--- config.mk ---
export PLATFORM = sky130hd
export DESIGN_NAME = parity_scrub_ctrl
export DESIGN_NICKNAME = d
export VERILOG_FILES = /design/src/rtl/parity_scrub_ctrl.sv
export SDC_FILE = /design/constraint.sdc
export NUM_CORES = 1
export LEC_CHECK = 0
export ABC_AREA = 1
export CORE_ASPECT_RATIO = 0.5
export CORE_MARGIN = 4
export CORE_UTILIZATION = 47
export CTS_CLUSTER_SIZE = 12
export DETAILED_ROUTE_END_ITERATION = 8
export PLACE_DENSITY = 0.77
export SYNTH_ARGS = -nofsm -noshare
export SYNTH_HDL_FRONTEND = slang
export SYNTH_SLANG_ARGS = --single-unit
--- constraint.sdc ---
create_clock -name clock -period 1.7 [get_ports clock]
set_clock_uncertainty 0.1 [all_clocks]
set_input_delay 0.34 -clock clock [delete_from_list [all_inputs] [get_ports clock]]
set_output_delay 0.34 -clock clock [all_outputs]
set_load 0.03 [all_outputs]
--- src/rtl/parity_scrub_ctrl.sv ---
// parity_scrub_ctrl: background parity scrubber and read-port arbiter for the raw-hits RAMs
// Ports: clock/global_reset_n (sync, active-low); perr_reset clears error stats;
//   scrub_en/perr_en enable scanning; perr is the RAM parity summary, RD_LAT after the address;
//   seq_rd_req/seq_rd_adr is the sequencer read, which always wins the port;
//   ram_rd_adr/ram_rd_scrub drive the RAM read port; scrub_* report status and counters.
// Optional: define SCRUB_STOP_ON_ERR_EN to halt scanning after the first scrub error.
module parity_scrub_ctrl #(
  parameter int RAM_ADRB      = 11,
  parameter int RD_LAT        = 2,
  parameter int SCAN_GAP      = 4,
  parameter int PERR_CNT_BITS = 16,
  parameter int PASS_CNT_BITS = 8
) (
  input  logic                     clock,
  input  logic                     global_reset_n,
  input  logic                     perr_reset,
  input  logic                     scrub_en,
  input  logic                     perr_en,
  input  logic                     perr,
  input  logic                     seq_rd_req,
  input  logic [RAM_ADRB-1:0]      seq_rd_adr,
  output logic [RAM_ADRB-1:0]      ram_rd_adr,
  output logic                     ram_rd_scrub,
  output logic                     scrub_busy,
  output logic                     scrub_pass_done,
  output logic [PASS_CNT_BITS-1:0] scrub_pass_cnt,
  output logic [PERR_CNT_BITS-1:0] scrub_perr_cnt,
  output logic                     scrub_first_vld,
  output logic [RAM_ADRB-1:0]      scrub_first_adr
);
  localparam int GW = SCAN_GAP > 1 ? $clog2(SCAN_GAP) : 1;
  localparam logic [GW-1:0] GAP_LAST = GW'(SCAN_GAP - 1);
`ifdef SCRUB_STOP_ON_ERR_EN
  typedef enum logic [2:0] {IDLE, ISSUE, GAP, DRAIN, HALT} state_t;
`else
  typedef enum logic [1:0] {IDLE, ISSUE, GAP, DRAIN} state_t;
`endif
  state_t state, nxt;
  logic [RAM_ADRB-1:0] scrub_adr;
  logic [GW-1:0] gap_cnt;
  logic [RD_LAT-1:0] pipe_vld;
  logic [RD_LAT-1:0][RAM_ADRB-1:0] pipe_adr;
  logic abort, done_pend, halt_req, adr_clr;
  wire go         = scrub_en && perr_en;
  wire issue      = state == ISSUE && !seq_rd_req;
  wire last       = &scrub_adr;
  wire pipe_empty = ~|pipe_vld;
  wire drain_end  = state == DRAIN && pipe_empty;
  wire scrub_err  = pipe_vld[RD_LAT-1] && perr;
  assign scrub_busy = state != IDLE;
  always_comb begin
    nxt = state;
    case (state)
      IDLE:  nxt = go ? ISSUE : IDLE;
      ISSUE: nxt = (!go || halt_req || (issue && last)) ? DRAIN : (issue && SCAN_GAP != 0) ? GAP : ISSUE;
      GAP:   nxt = (!go || halt_req) ? DRAIN : gap_cnt == GAP_LAST ? ISSUE : GAP;
      DRAIN: begin
        nxt = !pipe_empty ? DRAIN : (abort || !go) ? IDLE : ISSUE;
`ifdef SCRUB_STOP_ON_ERR_EN
        if (pipe_empty && !abort && halt_req) nxt = HALT;
`endif
      end
`ifdef SCRUB_STOP_ON_ERR_EN
      HALT:  nxt = !scrub_en ? IDLE : perr_reset ? ISSUE : HALT;
`endif
      default: nxt = IDLE;
    endcase
  end
  // A halted scan keeps its address so perr_reset can resume where it stopped.
`ifdef SCRUB_STOP_ON_ERR_EN
  assign adr_clr = (drain_end && nxt != HALT) || (state == HALT && !scrub_en);
  always_ff @(posedge clock)
    if (!global_reset_n) halt_req <= 1'b0;
    else if ((state == HALT && nxt != HALT) || (drain_end && abort)) halt_req <= 1'b0;
    else if (scrub_err && !perr_reset) halt_req <= 1'b1;
`else
  assign adr_clr  = drain_end;
  assign halt_req = 1'b0;
`endif
  always_ff @(posedge clock) begin
    for (int i = RD_LAT - 1; i > 0; i--) pipe_adr[i] <= pipe_adr[i-1];
    pipe_adr[0] <= scrub_adr;
  end
  always_ff @(posedge clock) begin
    if (!global_reset_n) begin
      state           <= IDLE;
      scrub_adr       <= '0;
      gap_cnt         <= '0;
      pipe_vld        <= '0;
      abort           <= 1'b0;
      done_pend       <= 1'b0;
      ram_rd_adr      <= '0;
      ram_rd_scrub    <= 1'b0;
      scrub_pass_done <= 1'b0;
      scrub_pass_cnt  <= '0;
      scrub_perr_cnt  <= '0;
      scrub_first_vld <= 1'b0;
      scrub_first_adr <= '0;
    end else begin
      state        <= nxt;
      ram_rd_adr   <= seq_rd_req ? seq_rd_adr : issue ? scrub_adr : ram_rd_adr;
      ram_rd_scrub <= issue;
      for (int i = RD_LAT - 1; i > 0; i--) pipe_vld[i] <= pipe_vld[i-1];
      pipe_vld[0]  <= issue;
      scrub_adr    <= issue ? scrub_adr + 1'b1 : adr_clr ? '0 : scrub_adr;
      gap_cnt      <= state == GAP ? gap_cnt + 1'b1 : '0;
      // abort marks a pass cut short by a dropped enable; it must not count as done
      abort        <= ((state == ISSUE || state == GAP) && !go) ? 1'b1 : drain_end ? 1'b0 : abort;
      done_pend    <= (issue && last) ? 1'b1 : drain_end ? 1'b0 : done_pend;
      scrub_pass_done <= drain_end && done_pend && !abort;
      scrub_pass_cnt  <= scrub_pass_cnt + PASS_CNT_BITS'(drain_end && done_pend && !abort);
      if (perr_reset) begin
        scrub_perr_cnt  <= '0;
        scrub_first_vld <= 1'b0;
        scrub_first_adr <= '0;
      end else if (scrub_err) begin
        scrub_perr_cnt <= &scrub_perr_cnt ? scrub_perr_cnt : scrub_perr_cnt + 1'b1;
        if (!scrub_first_vld) begin
          scrub_first_vld <= 1'b1;
          scrub_first_adr <= pipe_adr[RD_LAT-1];
        end
      end
    end
  end
endmodule

After elaboration in Yosys (flattened, before gate mapping)
Cells that the tools add are included.
{ "totals": {"word_cells": 69, "regBits": 90, "output_inout_bits": 50, "input_bits": 18} }
{ "op_classes": {"n_bitwise": 3, "muxes": 15, "n_eq_ne": 4, "reduce_logical": 28, "add_sub_neg": 4} }
{ "op_table": {"columns": ["op", "n"], "rows": [
  ["two-way mux 11 bit", 4],
  ["adder 16 x 1 -> 16 bit, second input constant", 1],
  ["AND reduction 16 bit", 1],
  ["adder 11 x 1 -> 11 bit, second input constant", 1],
  ["AND reduction 11 bit", 1],
  ["two-way mux 2 bit", 5],
  ["nonzero test 2 bit", 5],
  ["adder 8 x 1 -> 8 bit", 1],
  ["logical AND 1 bit", 8],
  ["case mux 2 bit (4 select lines)", 1],
  ["== test 2 bit, second input constant", 3],
  ["AND reduction 2 bit", 3],
  ["two-way mux 1 bit", 5],
  ["zero test 1 bit", 4],
  ["OR reduction 2 bit", 2],
  ["logical OR 1 bit", 3],
  ["NOT 1 bit", 3],
  ["adder 2 x 1 -> 2 bit, second input constant", 1],
  ["== test 2 x 1 -> 1 bit, second input constant", 1],
  ["zero test 2 bit", 1]
]} }

Logic depth before layout (Yosys ltp)
Gate-level depths: netlist of the first run.
{ "depth": {"depth_word": 6, "depth_mapped": 11, "ltp_nobuf": 11} }

Worst setup path after synthesis of the first run
Ideal clock, no wire load.
{ "synth_timing": {"kind": "register to register", "start": "register pipe_vld[0]", "end": "register scrub_pass_cnt[7]", "t_arrival_ps": 1682, "t_required_ps": 1487, "stages_incl_launch_ff": 12, "slack_ps": -195, "n_path_buf": 0, "synth_period_minus_slack_ps": 1895, "cell_sequence": "dfxtp_1 -> nor2_1 -> nand2_1 -> nor3_1 -> ha_1 -> nand3_1 -> nor2_1 -> nand2_1 -> nor3_1 -> nand2_1 -> nand2_1 -> nor2_1"} }
{ "synth_via": {"elab_chain_len": 6} }
{ "synth_rtl": {"columns": ["item", "line", "source"], "rows": [
  ["start: declaration", "41", "logic [RD_LAT-1:0] pipe_vld;"],
  ["start signal: assignment", "104", "pipe_vld[0] <= issue;"],
  ["OR reduction 2 bit", "47", "wire pipe_empty = ~|pipe_vld;"],
  ["zero test 1 bit", "47", null],
  ["logical AND 1 bit", "48", "wire drain_end = state == DRAIN && pipe_empty;"],
  ["logical AND 1 bit (2 in series)", "111", "scrub_pass_cnt <= scrub_pass_cnt + PASS_CNT_BITS'(drain_end && done_pend && !abort);"],
  ["adder 8 x 1 -> 8 bit", "111", null],
  ["end signal: assignment", "111", null],
  ["end: declaration", "26", "output logic [PASS_CNT_BITS-1:0] scrub_pass_cnt,"]
]} }
Every way passes these cells.
A chain may end at the register's enable or synchronous reset.

Worst setup path in the final report of the first run
{ "layout_timing": {"start": "register state[1]", "end": "register scrub_pass_cnt[6]"} }
{ "layout_via": {"elab_chain_len": 5} }
{ "layout_rtl": {"columns": ["item", "line", "source"], "rows": [
  ["start: declaration", "38", "state_t state, nxt;"],
  ["start signal: assignment", "100", "state <= nxt;"],
  ["== test 2 bit", "48", null],
  ["logical AND 1 bit", "48", null],
  ["logical AND 1 bit (2 in series)", "111", null],
  ["adder 8 x 1 -> 8 bit", "111", null]
]} }
Every way passes these cells.

==> impl_results.md, run 1 <==
* Root Buffer: clkbuf_16
* Die Span X at 132.8 um
* P_leak at 2.374 nW
* Maxcap violations at 0
* Syn avg cell area at 7.497 um^2
* CTS max path bufs at 2
* Boundary pin count at 68
* PnR worst setup slack at -0.04568 ns
* Overall power at 4.426 mW
* Final hold vios at 0
* Cell taking the most area after synthesis: dfxtp_1
* Die ar. at 9345 um^2
* DR pass1 iterations at 7
* Fillers at 619
* Grt met2 use at 0.3055
* Drt initial violations at 224
* Crit start category: flip-flop
* Worst endpoint required time at 1.87 ns
* Setup violators final at 2
* Type of the tightest min-delay check: flip-flop to flip-flop
* Layout net count at 615
* Failing checks: setup timing
* Mapped cell area at 3659 um^2
* CP startpoint: state[1]
* Vias in the first global route at 3124
* DRC violations left at 0
* RSZ-0062 raised after global routing: true
* Flop2flop setup slack at -0.05 ns
* First-pass GRT wire length at 14430 um
* Worst hold start: pipe_adr[0]
* Via/cell ratio at 4.908
* Layer with the highest usage: met2
* Yosys top cell area share at 0.4870
* Crit path DAT at 1.92 ns
* Clock transition at the registers of the reported paths at 0.07 ns
* Final Wtd Congestion at 0.8870
* Max VDD drop at 0.0005537 V
* Worst-path fanout max at 4
* Most common cell after layout, fill and taps aside: nand2_1
* Fmax at 0.5728 GHz
* Slew margin rel. at 0.5866
* Synth area leaders: dfxtp_1 (49%), nand2_1 (13%), nor2_1 (7.6%)
* Synth Register Bits at 89
* Routed Antenna Nets at 0
* Slew Limit Fails at 0
* FF-to-FF Start: state[1]
* Met1 Use GR at 0.2499
* Largest net degree at the start of global routing at 27
* Tot GR Track Use at 0.1887
* Fin cells at 688
* Distinct cell type count of the synthesized netlist at 33
* Worst-path cell chain: ha_4 > nand2_4 > nor3_4 > ha_2 > ha_4 > nand2_2 > inv_2 > nand2_4 > nor2_1 > a21oi_1 > nor3_1
* Share of cells above drive strength 1 at 0.1689
* Post-placement cell count at 666
* Area Overhead vs Synth at 38.20%
* WL final at 8718 um
* Die Height at 70.39 um
* PortBufs at 67
* CP peak stage delay at 0.36 ns
* PwrDens at 875.4 nW/um^2
* Synthesized instance count at 488
* Total grt overflow at 0
* Final period utilization at 1.027
* Syn_nets at 516
* Register area share after synthesis at 0.4870
* CTS tree: yes
* Avg WL per Cell at 12.67 um
* Initial Util at 0.4923
* H-tree depth at 3
* YS warnings at 0
* Clk sinks at 89
* Ant diodes at 0
* Worst slew pin tran at 0.6194 ns
* Rows at 22
* Max stage delay cell, worst path: dfxtp_2
* Most frequent cells in the layout: nand2_1 (127), dfxtp_1 (84), nor2_1 (71)
* Detailed-route via count at 3377
* Initial antenna violation count at 0
* Clock Latency Late Sink at 0.34 ns
* Core area at 7432 um^2
* Post-DP HPWL at 6119 um
* Cell Area, Placed at 4632 um^2
* Crit end category: flip-flop
* Status: finished with violations
* Cts bufs inserted at 9
* Met3 Use GR at 0.05612
* Fin area at 5056 um^2
* Crit path kind: flip-flop to flip-flop
* Setup TNS at -0.05527 ns
* Hold WS at 0.2267 ns
* Period minus WS final at 1.746 ns
[worst max-delay path: cells and delay by family (launching register included)]
kind	cells	cell delay, ns
simple gates	6	0.57
fa+ha+maj	3	0.53
buf+inv	1	0.08
compound gates	1	0.06
flops	1	0.36
[layer usage]
layer  up-vias  share of wire
met1      1518           0.49
met4         0         0.0094
met5         -              0
met2       107           0.44
met3        11          0.061
li1       1741              -
[layout make-up]
type | instances | area, um^2 | area share
Clock inverter | 6 | 85.08 | 0.01683
Sequential cell | 89 | 1790 | 0.3541
Inverter | 57 | 221.5 | 0.04380
Tap cell | 96 | 120.1 | 0.02376
Timing Repair Buffer | 101 | 882.1 | 0.1745
Clock buffer | 10 | 229.0 | 0.04529
Multi-Input combinational cell | 329 | 1728 | 0.3417
[logic make-up (layout without fill, tap and decap cells)]
kind of cell,after synthesis,in the layout,share of synthesized area
buf+inv,70,174,0.07661
flops,89,89,0.4870
simple gates,247,247,0.2787
xor+xnor,6,6,0.01436
fa+ha+maj,10,10,0.03420
compound gates,66,66,0.1091
[flip-flops by register name, indices dropped and copies added (netlist names)]
register	count
pipe_adr	22
scrub_perr_cnt	16
ram_rd_adr	11
scrub_adr	11
scrub_first_adr	11
scrub_pass_cnt	8
gap_cnt	2
pipe_vld	2
state	2
abort	1
done_pend	1
scrub_first_vld	1
scrub_pass_done	1
[report_power, final]
group	switching, mW	internal, mW	total (mW)
registers	0.0143	2.11	2.12
clock network	0.889	1.18	2.07
logic	0.136	0.103	0.240
[Yosys cell counts]
library cell  count
xnor2_1           4
o21ai_0          28
o22ai_1           1
o211ai_1          1
nor3_1            6
nand2_2           6
nor2_2            3
nor2_1           74
xor2_1            2
nor4_1            2
dfxtp_1          89
buf_1             1
nand4_1           6
clkbuf_1          7
nand2_1         130
nor3_4            1
o21ai_1           2
a32o_1            1
inv_1            55
o21ai_4           1
nand3_2           1
buf_2             2
a22oi_1           2
nand3_1          17
a211oi_1          1
a21oi_2          10
inv_2             2
buf_6             1
ha_1             10
a221oi_1          1
and3_1            1
buf_4             2
a21oi_1          18
[path summary, 6_finish.rpt]
| path | endpoint | cells after the start |
|---|---|---|
| max | scrub_pass_cnt[6] | 11 |
| min | pipe_adr[11] | 0 |
| max reg2reg | scrub_pass_cnt[6] | 11 |
| min reg2reg | pipe_adr[11] | 0 |
[metrics by stage]
step	util	setup slack (ns)
2_1_floorplan	-	-0.007890
3_3_place_gp	0.6232	-0.08418
3_5_place_dp	0.6232	-0.1242
4_1_cts	0.6645	0.001607
5_1_grt	0.6803	-0.1706
6_report	0.6803	-0.04568
[timing repair]
action                     4_1_cts  5_1_grt
hold buffers                     0        0
buffers inserted                 1        6
resized for setup               62       18
setup endpoints to repair       61       31
pin swaps                        6        5
Power figures use the tool's default switching activity.
==> run 2: changes to the inputs <==
Settings changed: CTS_CLUSTER_DIAMETER from default to 40, SLEW_MARGIN from default to 20.
==> results of run 2 <==
No change in the layout: final DEF, timing and power equal those of run 1.
